$ cat src/rtl/vga_timing_pkg.sv
// Shared types and default raster timing for the programmable VGA sequencer.
package vga_timing_pkg;

  typedef enum logic [1:0] {
    ACT  = 2'd0,
    FP   = 2'd1,
    SYNC = 2'd2,
    BP   = 2'd3
  } phase_e;

  localparam logic [2:0] SEL_H_ACT  = 3'd0;
  localparam logic [2:0] SEL_H_FP   = 3'd1;
  localparam logic [2:0] SEL_H_SYNC = 3'd2;
  localparam logic [2:0] SEL_H_BP   = 3'd3;
  localparam logic [2:0] SEL_V_ACT  = 3'd4;
  localparam logic [2:0] SEL_V_FP   = 3'd5;
  localparam logic [2:0] SEL_V_SYNC = 3'd6;
  localparam logic [2:0] SEL_V_BP   = 3'd7;

  localparam int unsigned DEF_CW       = 10;
  localparam int unsigned DEF_H_ACTIVE = 640;
  localparam int unsigned DEF_H_FP     = 16;
  localparam int unsigned DEF_H_SYNC   = 96;
  localparam int unsigned DEF_H_BP     = 48;
  localparam int unsigned DEF_V_ACTIVE = 480;
  localparam int unsigned DEF_V_FP     = 10;
  localparam int unsigned DEF_V_SYNC   = 2;
  localparam int unsigned DEF_V_BP     = 33;
  localparam bit          DEF_SYNC_POL = 1'b0;

  function automatic phase_e next_phase(input phase_e p);
    case (p)
      ACT:     return FP;
      FP:      return SYNC;
      SYNC:    return BP;
      default: return ACT;
    endcase
  endfunction

endpackage

$ cat src/rtl/vga_timing_ctrl_if.sv
// Config write/commit channel into the VGA timing controller.
interface vga_timing_ctrl_if #(
  parameter int unsigned CW = 10
);
  logic          cfg_valid;
  logic          cfg_ready;
  logic [2:0]    cfg_sel;
  logic [CW-1:0] cfg_data;
  logic          cfg_commit;

  modport master (output cfg_valid, cfg_sel, cfg_data, cfg_commit, input cfg_ready);
  modport slave  (input cfg_valid, cfg_sel, cfg_data, cfg_commit, output cfg_ready);
endinterface

$ cat src/rtl/vga_axis_seq.sv
// One raster axis: ACT/FP/SYNC/BP phase FSM with a per-phase counter.
module vga_axis_seq
  import vga_timing_pkg::*;
#(
  parameter int unsigned CW = 10
) (
  input  logic          clk,
  input  logic          rst,
  input  logic          clr,
  input  logic          adv,
  input  logic [CW-1:0] len_act,
  input  logic [CW-1:0] len_fp,
  input  logic [CW-1:0] len_sync,
  input  logic [CW-1:0] len_bp,
  output phase_e        state,
  output logic [CW-1:0] count,
  output logic          wrap
);

  phase_e        state_q, state_d;
  logic [CW-1:0] count_q, count_d;
  logic [CW-1:0] len_cur;

  always_comb begin
    len_cur = len_bp;
    case (state_q)
      ACT:     len_cur = len_act;
      FP:      len_cur = len_fp;
      SYNC:    len_cur = len_sync;
      default: len_cur = len_bp;
    endcase

    state_d = state_q;
    count_d = count_q;
    wrap    = 1'b0;
    if (clr) begin
      state_d = ACT;
      count_d = '0;
    end else if (adv) begin
      if (count_q == len_cur - CW'(1)) begin
        count_d = '0;
        state_d = next_phase(state_q);
        // wrap marks the end of the whole 4-phase cycle, not each phase
        wrap    = (state_q == BP);
      end else begin
        count_d = count_q + CW'(1);
      end
    end
  end

  always_ff @(posedge clk) begin
    if (rst) begin
      state_q <= ACT;
      count_q <= '0;
    end else begin
      state_q <= state_d;
      count_q <= count_d;
    end
  end

  assign state = state_q;
  assign count = count_q;

endmodule

$ cat src/rtl/vga_timing_ctrl.sv
// Programmable VGA raster sequencer with shadowed timing committed at frame end.
module vga_timing_ctrl
  import vga_timing_pkg::*;
#(
  parameter int unsigned CW       = DEF_CW,
  parameter int unsigned H_ACTIVE = DEF_H_ACTIVE,
  parameter int unsigned H_FP     = DEF_H_FP,
  parameter int unsigned H_SYNC   = DEF_H_SYNC,
  parameter int unsigned H_BP     = DEF_H_BP,
  parameter int unsigned V_ACTIVE = DEF_V_ACTIVE,
  parameter int unsigned V_FP     = DEF_V_FP,
  parameter int unsigned V_SYNC   = DEF_V_SYNC,
  parameter int unsigned V_BP     = DEF_V_BP,
  parameter bit          SYNC_POL = DEF_SYNC_POL
) (
  input  logic          CLK,
  input  logic          RST,
  input  logic          pix_en,
  input  logic          enable,
  vga_timing_ctrl_if.slave cfg,
  output logic          H_pulse,
  output logic          V_pulse,
  output logic          active,
  output logic [CW-1:0] col,
  output logic [CW-1:0] row,
  output logic          line_start,
  output logic          frame_start
);

  function automatic logic [CW-1:0] default_field(input logic [2:0] sel);
    case (sel)
      SEL_H_ACT:  return CW'(H_ACTIVE);
      SEL_H_FP:   return CW'(H_FP);
      SEL_H_SYNC: return CW'(H_SYNC);
      SEL_H_BP:   return CW'(H_BP);
      SEL_V_ACT:  return CW'(V_ACTIVE);
      SEL_V_FP:   return CW'(V_FP);
      SEL_V_SYNC: return CW'(V_SYNC);
      default:    return CW'(V_BP);
    endcase
  endfunction

  logic [CW-1:0] live_q [8];
  logic [CW-1:0] live_d [8];
  logic [CW-1:0] shadow_q [8];
  logic [CW-1:0] shadow_d [8];
  logic          commit_pend_q, commit_pend_d;

  logic          tick, hold_origin, h_wrap, frame_end;
  phase_e        h_state, v_state;
  logic [CW-1:0] h_count, v_count;

  logic          h_pulse_q, h_pulse_d, v_pulse_q, v_pulse_d, active_q, active_d;
  logic [CW-1:0] col_q, col_d, row_q, row_d;
  logic          line_start_q, line_start_d, frame_start_q, frame_start_d;

  assign tick        = pix_en & enable;
  assign hold_origin = ~enable;

  vga_axis_seq #(.CW(CW)) u_h_seq (
    .clk     (CLK),
    .rst     (RST),
    .clr     (hold_origin),
    .adv     (tick),
    .len_act (live_q[SEL_H_ACT]),
    .len_fp  (live_q[SEL_H_FP]),
    .len_sync(live_q[SEL_H_SYNC]),
    .len_bp  (live_q[SEL_H_BP]),
    .state   (h_state),
    .count   (h_count),
    .wrap    (h_wrap)
  );

  vga_axis_seq #(.CW(CW)) u_v_seq (
    .clk     (CLK),
    .rst     (RST),
    .clr     (hold_origin),
    .adv     (h_wrap),
    .len_act (live_q[SEL_V_ACT]),
    .len_fp  (live_q[SEL_V_FP]),
    .len_sync(live_q[SEL_V_SYNC]),
    .len_bp  (live_q[SEL_V_BP]),
    .state   (v_state),
    .count   (v_count),
    .wrap    (frame_end)
  );

  assign cfg.cfg_ready = ~commit_pend_q;

  always_comb begin
    shadow_d      = shadow_q;
    live_d        = live_q;
    commit_pend_d = commit_pend_q;
    if (cfg.cfg_valid && !commit_pend_q) begin
      shadow_d[cfg.cfg_sel] = (cfg.cfg_data == '0) ? CW'(1) : cfg.cfg_data;
    end
    if (frame_end && commit_pend_q) begin
      live_d = shadow_q;
    end
    // a commit landing on the frame-end tick stays pending for the next frame end
    if (cfg.cfg_commit) begin
      commit_pend_d = 1'b1;
    end else if (frame_end) begin
      commit_pend_d = 1'b0;
    end
  end

  // Sequencer state names the pixel to present next; outputs register it on the tick.
  always_comb begin
    h_pulse_d     = h_pulse_q;
    v_pulse_d     = v_pulse_q;
    active_d      = active_q;
    col_d         = col_q;
    row_d         = row_q;
    line_start_d  = line_start_q;
    frame_start_d = frame_start_q;
    if (!enable) begin
      h_pulse_d     = ~SYNC_POL;
      v_pulse_d     = ~SYNC_POL;
      active_d      = 1'b0;
      col_d         = '0;
      row_d         = '0;
      line_start_d  = 1'b0;
      frame_start_d = 1'b0;
    end else if (pix_en) begin
      h_pulse_d     = (h_state == SYNC) ? SYNC_POL : ~SYNC_POL;
      v_pulse_d     = (v_state == SYNC) ? SYNC_POL : ~SYNC_POL;
      active_d      = (h_state == ACT) && (v_state == ACT);
      col_d         = h_count;
      row_d         = v_count;
      line_start_d  = (h_state == ACT) && (h_count == '0);
      frame_start_d = line_start_d && (v_state == ACT) && (v_count == '0);
    end
  end

  always_ff @(posedge CLK) begin
    if (RST) begin
      for (int unsigned i = 0; i < 8; i++) begin
        live_q[i]   <= default_field(3'(i));
        shadow_q[i] <= default_field(3'(i));
      end
      commit_pend_q <= 1'b0;
      h_pulse_q     <= ~SYNC_POL;
      v_pulse_q     <= ~SYNC_POL;
      active_q      <= 1'b0;
      col_q         <= '0;
      row_q         <= '0;
      line_start_q  <= 1'b0;
      frame_start_q <= 1'b0;
    end else begin
      live_q        <= live_d;
      shadow_q      <= shadow_d;
      commit_pend_q <= commit_pend_d;
      h_pulse_q     <= h_pulse_d;
      v_pulse_q     <= v_pulse_d;
      active_q      <= active_d;
      col_q         <= col_d;
      row_q         <= row_d;
      line_start_q  <= line_start_d;
      frame_start_q <= frame_start_d;
    end
  end

  assign H_pulse     = h_pulse_q;
  assign V_pulse     = v_pulse_q;
  assign active      = active_q;
  assign col         = col_q;
  assign row         = row_q;
  assign line_start  = line_start_q;
  assign frame_start = frame_start_q;

endmodule

$ cat src/flat_wrapper.sv
// flat-port wrapper written by rule: the top's interface ports become plain ports
module vga_timing_ctrl_flat import vga_timing_pkg::*;
#(
  parameter int unsigned CW       = DEF_CW,
  parameter int unsigned H_ACTIVE = DEF_H_ACTIVE,
  parameter int unsigned H_FP     = DEF_H_FP,
  parameter int unsigned H_SYNC   = DEF_H_SYNC,
  parameter int unsigned H_BP     = DEF_H_BP,
  parameter int unsigned V_ACTIVE = DEF_V_ACTIVE,
  parameter int unsigned V_FP     = DEF_V_FP,
  parameter int unsigned V_SYNC   = DEF_V_SYNC,
  parameter int unsigned V_BP     = DEF_V_BP,
  parameter bit          SYNC_POL = DEF_SYNC_POL
)
  (CLK, RST, pix_en, enable, H_pulse, V_pulse, active, col, row, line_start, frame_start, cfg_cfg_valid, cfg_cfg_sel, cfg_cfg_data, cfg_cfg_commit, cfg_cfg_ready);
  vga_timing_ctrl_if #(.CW(CW)) cfg_i ();
  input  logic CLK;
  input  logic RST;
  input  logic pix_en;
  input  logic enable;
  output logic H_pulse;
  output logic V_pulse;
  output logic active;
  output logic [CW-1:0] col;
  output logic [CW-1:0] row;
  output logic line_start;
  output logic frame_start;
  input wire logic [$bits(cfg_i.cfg_valid)-1:0] cfg_cfg_valid;
  input wire logic [$bits(cfg_i.cfg_sel)-1:0] cfg_cfg_sel;
  input wire logic [$bits(cfg_i.cfg_data)-1:0] cfg_cfg_data;
  input wire logic [$bits(cfg_i.cfg_commit)-1:0] cfg_cfg_commit;
  output wire logic [$bits(cfg_i.cfg_ready)-1:0] cfg_cfg_ready;
  assign cfg_i.cfg_valid = cfg_cfg_valid;
  assign cfg_i.cfg_sel = cfg_cfg_sel;
  assign cfg_i.cfg_data = cfg_cfg_data;
  assign cfg_i.cfg_commit = cfg_cfg_commit;
  assign cfg_cfg_ready = cfg_i.cfg_ready;
  vga_timing_ctrl #(.CW(CW), .H_ACTIVE(H_ACTIVE), .H_FP(H_FP), .H_SYNC(H_SYNC), .H_BP(H_BP), .V_ACTIVE(V_ACTIVE), .V_FP(V_FP), .V_SYNC(V_SYNC), .V_BP(V_BP), .SYNC_POL(SYNC_POL)) u_core (.CLK(CLK), .RST(RST), .pix_en(pix_en), .enable(enable), .cfg(cfg_i), .H_pulse(H_pulse), .V_pulse(V_pulse), .active(active), .col(col), .row(row), .line_start(line_start), .frame_start(frame_start));
endmodule
$ cat config.mk
export PLATFORM = sky130hd
export DESIGN_NAME = vga_timing_ctrl_flat
export DESIGN_NICKNAME = d
export VERILOG_FILES = /design/src/rtl/vga_timing_pkg.sv /design/src/rtl/vga_timing_ctrl_if.sv /design/src/rtl/vga_axis_seq.sv /design/src/rtl/vga_timing_ctrl.sv /design/src/flat_wrapper.sv
export SDC_FILE = /design/constraint.sdc
export NUM_CORES = 1
export LEC_CHECK = 0
export ABC_AREA = 1
export CAP_MARGIN = 5
export CORE_ASPECT_RATIO = 0.9
export CORE_MARGIN = 2
export CORE_UTILIZATION = 25
export DETAILED_ROUTE_END_ITERATION = 10
export DONT_BUFFER_PORTS = 1
export PLACE_DENSITY = 0.41
export SETUP_SLACK_MARGIN = 0.4
export SLEW_MARGIN = 20
export SYNTH_ARGS = -nofsm -noshare
export SYNTH_HDL_FRONTEND = slang
export SYNTH_HIERARCHICAL = 1
export SYNTH_SLANG_ARGS = --single-unit
$ cat constraint.sdc
create_clock -name CLK -period 3.4 [get_ports CLK]
set_input_delay 0.34 -clock CLK [delete_from_list [all_inputs] [get_ports CLK]]
set_output_delay 0.34 -clock CLK [all_outputs]
set_load 0.05 [all_outputs]
==> metrics.txt <==
Yosys reg bits 210; syn_nets 1404; Clk pwr share 0.534; DP HPWL 20890 um; # IOs 45; drt wl/cell 15.17 um; TritonCTS clock tree done; fillers 4129; worst slew pin tran 1043 ps; Clock Skews 10.11 ps; Max Transition Viols Final 0; Routed WL 29950 um; Die W approximately 210 um; internal power 4.517 mW; setup_tns -1556 ps; Placed Area 0.01076 sq mm; largest net degree at the start of global routing 79; area of the multi-input gates roughly 0.0053 sq mm; final hold violations 0; root buffer cell clkbuf_16; sequential area share after synthesis 0.4320; number of global-route vias before repair 7941; reg2reg end u_core/live_q[58]; Worst Setup End Kind register; VDD IR max 324.8 uV; most frequent cells in the layout 314 x nand2_1, 208 x dfxtp_1, 189 x nor2_1, 88 x o21ai_0, 86 x a21oi_1; Top FF cell, synth dfxtp_1; CTS buffer count 25; pwr dens 465.0 mW/mm^2; drt initial violations 475; gpl congestion around 0.79; Worst Hold Class in2reg; CP Launch Point u_core/u_h_seq/state[0]; vias 8594; Post-synth ARST share 0; post-route ant nets 0; Final period util 1.020; minimum clock period roughly 3500 ps; drt first pass iters 5; WHS 33.27 ps; number of synthesized flops with an enable pin 0; Critical path destination u_core/live_q[58]; core box area 0.03837 sq mm; Finished Layout Cells 1975; Clk Latency, worst-skew pair 540 ps; gr usage total 0.1460; failing checks setup timing; grt total ovfl 0; Worst-path clk slew around 60 ps; Cell variety after synth 41; Syn Inst Count 1371; Synth Cell Area between 0.009 and 0.01 sq mm; FP Rows 68; average cell area after synthesis 7.098 sq um; Reg area approximately 0.0042 sq mm; LEAKAGE 5.414 nW; Max-cap violations 0; Inst Count DP 1902; die area 0.04052 sq mm; sw frac 0.2275; Reg2Reg Launch Point u_core/u_h_seq/state[0]; commonest non-fill, non-tap cell in the layout nand2_1; Buffers on Ports 0; Final Power 5.847 mW; Post-layout nets 1464; CTS max path bufs 3; Setup-failing EPs final 57; # diodes 0; vias per std cell 4.351; slew margin rel. 0.3024; Layout area overhead 29.22%; Die H roughly 190 um; WP data required 3870 ps; layout cell share with drive strength beyond 1 0.2076; initial antenna violation count 0; Initial Utilization 0.2536; share of power burned in registers 0.432; crit-path max FO 8; final worst slack -67.11 ps; Sw Pwr ~1.3 mW; Max Fclk approximately 290 MHz; logic gate share of total power 0.033; reg2reg path depth 24; H-tree level count 1; status finished with violations; Core Util, Final 0.3277; first-pass GRT wire length about 46000 um; Reg2Reg Setup Slack -70 ps; nature of the critical path startpoint register; YS warnings 6; Worst EP arrival between 3000 and 4000 ps; Crit Path Class reg2reg; unrepaired setup endpoints after global routing yes; DRC 0; cell area after layout 0.01258 sq mm; clock sinks 210; pre-CTS setup slack -297.3 ps
critical path: stages, from the launching register on:
cell and delay, ps:
dfxtp_4 400, inv_4 60, ha_4 180, nand2_1 60, nand2_1 60, o21ai_2 200, ha_4 190, nand3_4 80
nor2_2 110, nand2_1 50, nand2_1 50, nand2_1 80, nor2_1 130, nand2_1 100, nor2_4 120, nand3_4 90
nor3b_4 240, nand4_4 120, nor3b_4 320, nand2_4 160, inv_8 120, buf_12 160, clkbuf_16 180, nor2_4 30
nor2_1 80
final cells by class:
cell class,count,share of cell area
multi-input cells,999,0.4239
well taps,525,0.05223
inverters,105,0.03283
flip-flops and latches,210,0.3349
clock inverters,16,0.02189
clock buffers,30,0.05442
repair buffers,90,0.07979
how the worst min path moves through the flow:
stage          cells past startpoint  slack [ps]                   end                start
6_report                           2          30         u_core/col[9]               pix_en
5_1_grt                            2          20         u_core/col[9]               pix_en
4_1_cts                            2           5         u_core/col[9]               pix_en
3_5_place_dp                       1         420  u_core/commit_pend_q                  RST
3_3_place_gp                       1         420  u_core/commit_pend_q                  RST
2_1_floorplan                      2         430     u_core/live_q[10]  u_core/shadow_q[10]
per-layer routing:
| layer | GRT usage | vias up | routed length, um |
|---|---|---|---|
| li1 | - | 4539 | - |
| met1 | 0.2294 | 3895 | 16570 |
| met2 | 0.2023 | 122 | 11580 |
| met3 | 0.02333 | 38 | 1209 |
| met4 | 0.03548 | 0 | 600 |
| met5 | 0 | - | 0 |
cell usage after synthesis, types with 2 or more instances:
master	count	area, sq um
or2_1	9	56.30
buf_6	5	56.30
xor2_1	16	140.1
buf_2	26	130.1
clkinv_1	9	33.78
buf_4	4	30.03
nor2_1	231	867.1
nand2_1	342	1284
o21ai_2	5	43.79
o21ai_0	117	585.6
dfxtp_1	210	4204
nand2_4	6	67.56
ha_1	14	175.2
nor3b_2	2	25.02
o21bai_4	2	37.54
nand3_1	66	330.3
nand3b_1	7	52.55
nor3_1	9	45.04
o21ai_4	2	32.53
nand2_2	8	50.05
a21oi_1	89	445.4
o211ai_1	10	75.07
or2_4	2	17.52
nor2_2	10	62.56
inv_2	13	48.80
o21ai_1	17	85.08
nand4_1	10	62.56
clkbuf_1	22	82.58
nor2_4	15	168.9
inv_1	82	307.8
power groups by stage:
stage          clock [mW]  combinational, mW  sequential, mW
3_3_place_gp            0              0.170            2.58
6_report             3.12              0.195            2.53
3_5_place_dp            0              0.171            2.58
5_1_grt              3.31              0.218            2.53
2_1_floorplan           0              0.137            2.57
4_1_cts              3.20              0.191            2.52
cells by family (layout without fill, tap and decap cells):
kind of cell	Yosys count	in the layout	share of synthesized area
and+or+nand+nor	725	726	0.3272
AOI/OAI and AO/OA	243	243	0.1351
buffers and inverters	163	241	0.07328
DFF	210	210	0.4320
xor gates and xnor gates	16	16	0.01440
adders and majority gates	14	14	0.01800
sequential cells by signal, summed over array words and instances (netlist names), 2 cells and up:
name and count:
u_core/row 10, u_core/u_h_seq/state 2, u_core/live_q 80, u_core/u_v_seq/count 10, u_core/u_v_seq/state 2, u_core/u_h_seq/count 10, u_core/col 10, u_core/shadow_q 80
timing repair:
action	CTS	global route
endpoints found under the setup margin	89	92
cloned	1	8
endpoints found under the hold margin	55	0
hold buffers	5	0
resized for setup	41	122
setup buffers	3	10
pin swaps	9	47
Note: power is estimated with default switching activity, not from simulation.
